[config.mk]
export PLATFORM = sky130hd
export DESIGN_NAME = capture_ctrl
export DESIGN_NICKNAME = d
export VERILOG_FILES = /design/src/rtl/la_pkg.sv /design/src/rtl/wrap_cnt.sv /design/src/rtl/capture_ctrl.sv
export SDC_FILE = /design/constraint.sdc
export NUM_CORES = 1
export LEC_CHECK = 0
export CORE_MARGIN = 2
export CORE_UTILIZATION = 59
export DETAILED_ROUTE_END_ITERATION = 10
export MAX_ROUTING_LAYER = met4
export PLACE_DENSITY = 0.87
export SYNTH_ARGS = -nofsm -noshare
export SYNTH_HDL_FRONTEND = slang
export SYNTH_SLANG_ARGS = --single-unit
[constraint.sdc]
create_clock -name clk -period 4 [get_ports clk]
set_input_delay 0.8 -clock clk [delete_from_list [all_inputs] [get_ports clk]]
set_output_delay 0.8 -clock clk [all_outputs]
set_load 0.01 [all_outputs]
[src/rtl/la_pkg.sv]
`default_nettype none
// ============================================================================
//  Module   : la_pkg
//  Purpose  : Shared types and constants for the logic analyzer digital core.
//             Provides the capture state encoding, the channel count and the
//             default channel RAM geometry.
//  Revision : 1.0 - initial release
// ============================================================================
package la_pkg;

  localparam int NUM_CH      = 5;
  localparam int ENTRIES_DEF = 384;
  localparam int ADDR_W_DEF  = 9;

  typedef enum logic [1:0] {
    CAP_IDLE = 2'd0,
    CAP_RUN  = 2'd1,
    CAP_DONE = 2'd2
  } cap_state_t;

endpackage
`default_nettype wire

[src/rtl/wrap_cnt.sv]
`default_nettype none
// ============================================================================
//  Module   : wrap_cnt
//  Purpose  : Modulo-MOD up counter with synchronous clear and enable.
//             Also exposes the value the counter will hold after the next
//             clock, so callers can latch "the address after this write".
//  Ports    : clk, rst_n     - clock, asynchronous active-low reset
//             clr            - load 0 on the next clock (wins over en)
//             en             - advance by one, wrapping MOD-1 -> 0
//             count          - current value
//             count_nxt      - value after the next clock edge
//  Revision : 1.0 - initial release
// ============================================================================
module wrap_cnt #(
  parameter int MOD = 384,
  parameter int W   = 9
) (
  input  logic         clk,
  input  logic         rst_n,
  input  logic         clr,
  input  logic         en,
  output logic [W-1:0] count,
  output logic [W-1:0] count_nxt
);

  localparam logic [W-1:0] C_LAST = W'(MOD - 1);

  logic [W-1:0] cnt_q;
  logic [W-1:0] cnt_d;

  always_comb begin
    cnt_d = cnt_q;
    if (clr) begin
      cnt_d = '0;
    end else if (en) begin
      cnt_d = (cnt_q == C_LAST) ? '0 : cnt_q + W'(1);
    end
  end

  always_ff @(posedge clk or negedge rst_n) begin
    if (!rst_n) begin
      cnt_q <= '0;
    end else begin
      cnt_q <= cnt_d;
    end
  end

  assign count     = cnt_q;
  assign count_nxt = cnt_d;

endmodule
`default_nettype wire

[src/rtl/capture_ctrl.sv]
`default_nettype none
// ============================================================================
//  Module   : capture_ctrl
//  Purpose  : Capture controller of the logic analyzer. Arms the channel
//             trigger blocks once enough pre-trigger history is stored,
//             combines channel and protocol triggers, drives the circular
//             RAM write port, counts post-trigger samples and latches the
//             oldest-sample address when the capture completes.
//  Ports    : clk, rst_n     - clock, asynchronous active-low reset
//             run            - capture enable (rise starts, fall ends/aborts)
//             wrt_smpl       - one-cycle sample strobe
//             ch_trig        - per-channel trigger outputs
//             prot_trig      - protocol trigger (1 when unused)
//             trig_pos       - number of samples to store after the trigger
//             armed          - edge triggers may fire
//             triggered      - trigger seen in the current capture
//             we, waddr      - channel RAM write enable / address
//             trig_addr      - oldest stored sample, latched at capture end
//             capture_done   - capture complete, RAM readable
//  Revision : 1.0 - initial release
// ============================================================================
module capture_ctrl
  import la_pkg::*;
#(
  parameter int ENTRIES = ENTRIES_DEF,
  parameter int ADDR_W  = ADDR_W_DEF
) (
  input  logic              clk,
  input  logic              rst_n,
  input  logic              run,
  input  logic              wrt_smpl,
  input  logic [NUM_CH-1:0] ch_trig,
  input  logic              prot_trig,
  input  logic [ADDR_W-1:0] trig_pos,
  output logic              armed,
  output logic              triggered,
  output logic              we,
  output logic [ADDR_W-1:0] waddr,
  output logic [ADDR_W-1:0] trig_addr,
  output logic              capture_done
);

  localparam logic [1:0] S_IDLE = CAP_IDLE;
  localparam logic [1:0] S_RUN  = CAP_RUN;
  localparam logic [1:0] S_DONE = CAP_DONE;

  // smpl_cnt must be able to hold ENTRIES itself (saturation value).
  localparam int                CNT_W  = $clog2(ENTRIES + 1);
  localparam logic [CNT_W-1:0]  C_FULL = CNT_W'(ENTRIES);
  localparam logic [ADDR_W-1:0] C_LAST = ADDR_W'(ENTRIES - 1);

  logic [1:0]        state_q,     state_d;
  logic [CNT_W-1:0]  smpl_cnt_q,  smpl_cnt_d;
  logic [ADDR_W-1:0] post_cnt_q,  post_cnt_d;
  logic              armed_q,     armed_d;
  logic              trig_q,      trig_d;
  logic              done_q,      done_d;
  logic [ADDR_W-1:0] trig_addr_q, trig_addr_d;

  logic [ADDR_W-1:0] eff_pos;
  logic              trig_set;
  logic              we_w;
  logic              waddr_clr;
  logic              waddr_en;
  logic [ADDR_W-1:0] waddr_cur;
  logic [ADDR_W-1:0] waddr_nxt;

  // Post-trigger length can never exceed the buffer minus the trigger sample.
  assign eff_pos  = (int'(trig_pos) >= ENTRIES) ? C_LAST : trig_pos;
  assign trig_set = armed_q & (&ch_trig) & prot_trig;

  wrap_cnt #(
    .MOD (ENTRIES),
    .W   (ADDR_W)
  ) u_waddr (
    .clk       (clk),
    .rst_n     (rst_n),
    .clr       (waddr_clr),
    .en        (waddr_en),
    .count     (waddr_cur),
    .count_nxt (waddr_nxt)
  );

  always_comb begin
    state_d     = state_q;
    smpl_cnt_d  = smpl_cnt_q;
    post_cnt_d  = post_cnt_q;
    armed_d     = armed_q;
    trig_d      = trig_q;
    done_d      = done_q;
    trig_addr_d = trig_addr_q;
    waddr_clr   = 1'b0;
    waddr_en    = 1'b0;
    we_w        = 1'b0;

    case (state_q)
      S_IDLE: begin
        if (run) begin
          state_d    = S_RUN;
          waddr_clr  = 1'b1;
          smpl_cnt_d = '0;
          post_cnt_d = '0;
          armed_d    = 1'b0;
          trig_d     = 1'b0;
          done_d     = 1'b0;
        end
      end

      S_RUN: begin
        // The write is performed even on the abort or completion cycle.
        we_w     = wrt_smpl;
        waddr_en = wrt_smpl;

        if (wrt_smpl && (smpl_cnt_q != C_FULL)) begin
          smpl_cnt_d = smpl_cnt_q + CNT_W'(1);
        end

        // Evaluated on the post-write count so armed follows the write by 1 clk.
        if ((int'(smpl_cnt_d) + int'(eff_pos)) >= ENTRIES) begin
          armed_d = 1'b1;
        end

        if (trig_set) begin
          trig_d = 1'b1;
        end

        if (trig_q && wrt_smpl) begin
          post_cnt_d = post_cnt_q + ADDR_W'(1);
        end

        if (!run) begin
          state_d = S_IDLE;
          armed_d = 1'b0;
          trig_d  = 1'b0;
        end else if (trig_q && (post_cnt_d == eff_pos)) begin
          // waddr_nxt already includes a write on this cycle: it is the
          // slot to be overwritten next, i.e. the oldest stored sample.
          state_d     = S_DONE;
          trig_addr_d = waddr_nxt;
          done_d      = 1'b1;
          armed_d     = 1'b0;
        end
      end

      S_DONE: begin
        if (!run) begin
          state_d = S_IDLE;
        end
      end

      default: begin
        state_d = S_IDLE;
      end
    endcase
  end

  always_ff @(posedge clk or negedge rst_n) begin
    if (!rst_n) begin
      state_q     <= S_IDLE;
      smpl_cnt_q  <= '0;
      post_cnt_q  <= '0;
      armed_q     <= 1'b0;
      trig_q      <= 1'b0;
      done_q      <= 1'b0;
      trig_addr_q <= '0;
    end else begin
      state_q     <= state_d;
      smpl_cnt_q  <= smpl_cnt_d;
      post_cnt_q  <= post_cnt_d;
      armed_q     <= armed_d;
      trig_q      <= trig_d;
      done_q      <= done_d;
      trig_addr_q <= trig_addr_d;
    end
  end

  assign armed        = armed_q;
  assign triggered    = trig_q;
  assign we           = we_w;
  assign waddr        = waddr_cur;
  assign trig_addr    = trig_addr_q;
  assign capture_done = done_q;

endmodule
`default_nettype wire

==> run metrics <==
CTS sink cnt 41; Cells after Synth 303; Antenna Nets Post-Route 0; Final nets 379; Initial Utilization 0.623; core box area 4410 µm²; share of the clock period used by the worst path 0.885; hpwl dp 4820 µm; layout cells sized above 1 0.0809; Congestion Overflow GR 0; filler cell count 328; area leader, netlist dfrtp_1; number of flops mapped to enable cells by yosys 0; Worst-path clk slew 0.08 ns; most common flop cell mapped by yosys dfrtp_1; Synth top area share 0.373; Max Cap Viol 0; setup TNS 0 ns; # port buffers 40; Peak VDD IR 0.264 mV; Lkg Pwr 0.00147 µW; P&R area growth vs syn 20.3%; fin. max-slew vios 0; row count 24; Post-route DRC 0; Startpoint Class input port; max_slew headroom 0.319; yosys warns 0; PD cells 277 nW/µm²; syn_nets 336; top cells by area, synth dfrtp_1 37%, ha_1 5.9%, o21ai_0 4.9%; largest net degree at the start of global routing 42; CTS resizes 0; Tightest Pin Transition 1.02 ns; worst skew pair latency 0.29 ns; Tmin final 3.54 ns; IO Pins 41; Die W 72.3 µm; achievable clock frequency 282 MHz; Seq/Total Area, Yosys 0.373; htree depth 2; CTS buffer count 5; drt via density 6.26; Hold Path Class reg -> reg; Diodes inserted 0; critical path arrival 3.68 ns; Mapped Area 2750 µm²; hold_buf cts 0; Setup Skew 0.00531 ns; Yosys reg bits 41; Register Area 1030 µm²; CTS tree built; Unique masters post-synth 50; initial antenna violation count 0; DR vias 2493; fraction of registers with async set/reset 1.00; Die ar. 5230 µm²; WP data required 4.14 ns; Hold Vio Cnt, Final 0; Post-CTS Setup Inserts 0; Multi-input gate area 1630 µm²; CP endpoint kind flop; syn_area_per_cell 9.08 µm²; Avg WL per Cell 17.0 µm; DR pass1 iterations 5; number of global-route vias before repair 2503; unrepaired setup endpoints after global routing no; clk root buf clkbuf_8; critical path class in -> reg; DIE HEIGHT 72.3 µm; first-pass GRT wire length 11200 µm; Global Route Usage Sum 0.284; endpoints failing setup 0; Bufs on Longest Clock Path 2; total power 917 µW; Final GP Congestion 0.946; Initial DRC Count 143; final WL 6780 µm; maximum fanout along the worst path 11; status complete, no violations
[power by group]
group	internal (µW)	total, µW	leakage (µW)	switching, µW
Clock	181	323	0.0000540	141
Sequential	425	440	0.000566	15.5
Combinational	70.6	154	0.000848	83.8
[flip-flops by register name, indices dropped and copies added, names as in the netlist]
| register | cells |
|---|---|
| armed | 1 |
| state_q | 2 |
| post_cnt_q | 9 |
| triggered | 1 |
| capture_done | 1 |
| u_waddr.count | 9 |
| trig_addr | 9 |
| smpl_cnt_q | 9 |
[synthesized netlist by cell type (2+ instances only)]
master,number
nor2_1,20
ha_1,13
mux2i_1,3
a22o_1,2
nand2_1,35
o21ai_0,27
clkbuf_1,7
or3_1,3
a21oi_1,13
nand2b_1,5
o21bai_1,2
or4_1,2
a211oi_1,3
o31ai_1,4
nor4b_1,4
dfrtp_1,41
mux2_2,10
a21boi_0,2
xor2_1,11
o22ai_1,2
inv_1,14
nand4b_1,3
nand3_1,8
and3b_1,2
o21a_1,2
a32o_1,3
a21o_1,3
and2_1,3
nor2b_1,4
nand4_1,10
and4_1,4
and3_1,9
xnor2_1,12
[placed cells by master, fill, tap and decap left out, types with 2 or more instances in the layout]
cell type / n
a211oi_1: 3
a21boi_0: 2
a21o_1: 3
a21oi_1: 13
a22o_1: 2
a32o_1: 3
and2_1: 3
and3_1: 9
and3b_1: 2
and4_1: 4
buf_4: 5
clkbuf_8: 5
clkdlybuf4s50_1: 39
dfrtp_1: 41
ha_1: 13
inv_1: 14
mux2_2: 10
mux2i_1: 3
nand2_1: 35
nand2b_1: 5
nand3_1: 8
nand4_1: 10
nand4b_1: 3
nor2_1: 20
nor2b_1: 4
nor4b_1: 4
o21a_1: 2
o21ai_0: 27
o21bai_1: 2
o22ai_1: 2
o31ai_1: 4
or3_1: 3
or4_1: 2
xnor2_1: 12
xor2_1: 11
[final timing paths]
path / start / to / slack, ns / cells past startpoint
max: wrt_smpl / armed$_DFFE_PN0P_ / 0.46 / 12
min: trig_addr[5]$_DFFE_PN0P_ / trig_addr[5]$_DFFE_PN0P_ / 0.52 / 1
max reg2reg: smpl_cnt_q[4]$_DFFE_PN0P_ / armed$_DFFE_PN0P_ / 0.69 / 12
min reg2reg: trig_addr[5]$_DFFE_PN0P_ / trig_addr[5]$_DFFE_PN0P_ / 0.52 / 1
max in group asynchronous: rst_n / trig_addr[5]$_DFFE_PN0P_ / 2.79 / 1
min in group asynchronous: rst_n / post_cnt_q[1]$_DFFE_PN0P_ / 0.64 / 1
[area by class of cell]
| class | instances | area share |
|---|---|---|
| tap | 52 | 0.0197 |
| multi-input combinational | 238 | 0.491 |
| sequential | 41 | 0.310 |
| timing repair buffer | 45 | 0.131 |
| inverter | 15 | 0.0170 |
| clock buffer | 5 | 0.0208 |
| clock inverter | 2 | 0.0106 |
[kinds of logic (layout without fill, tap and decap cells)]
logic type	Yosys count	in the layout	synth area share
simple gates	115	115	0.227
compound gates	73	73	0.173
flops	41	41	0.373
buf+inv	24	67	0.0359
xor+xnor	23	23	0.0732
fa+ha+maj	14	14	0.0664
mux	13	13	0.0518
[metrics by stage]
stage	std cells	cell area [µm²]	util	hold WS, ns	setup slack [ns]
global route	398	3310	0.750	0.538	0.407
CTS	398	3310	0.750	0.516	0.532
floorplan	303	2750	-	0.470	0.949
finish	398	3310	0.750	0.515	0.460
detailed placement	391	3210	0.726	0.499	0.234
global placement	391	3210	0.726	0.489	0.380
[critical path, cell delays in order]
cell             delay, ns
clkdlybuf4s50_1       0.70
and4_1                0.27
and3_1                0.24
and3_1                0.24
xor2_1                0.09
ha_1                  0.31
and3_1                0.18
a22oi_1               0.07
a2bb2oi_1             0.14
a221oi_1              0.34
mux2i_1               0.23
a211oi_1              0.06
[routing by layer]
layer | global-route usage | vias up | wire length (µm)
li1 | - | 1186 | -
met1 | 0.353 | 1180 | 2850
met2 | 0.462 | 114 | 3270
met3 | 0.0556 | 13 | 533
met4 | 0.107 | 0 | 130
met5 | - | - | 0
Note: power is estimated with default switching activity, not from simulation.
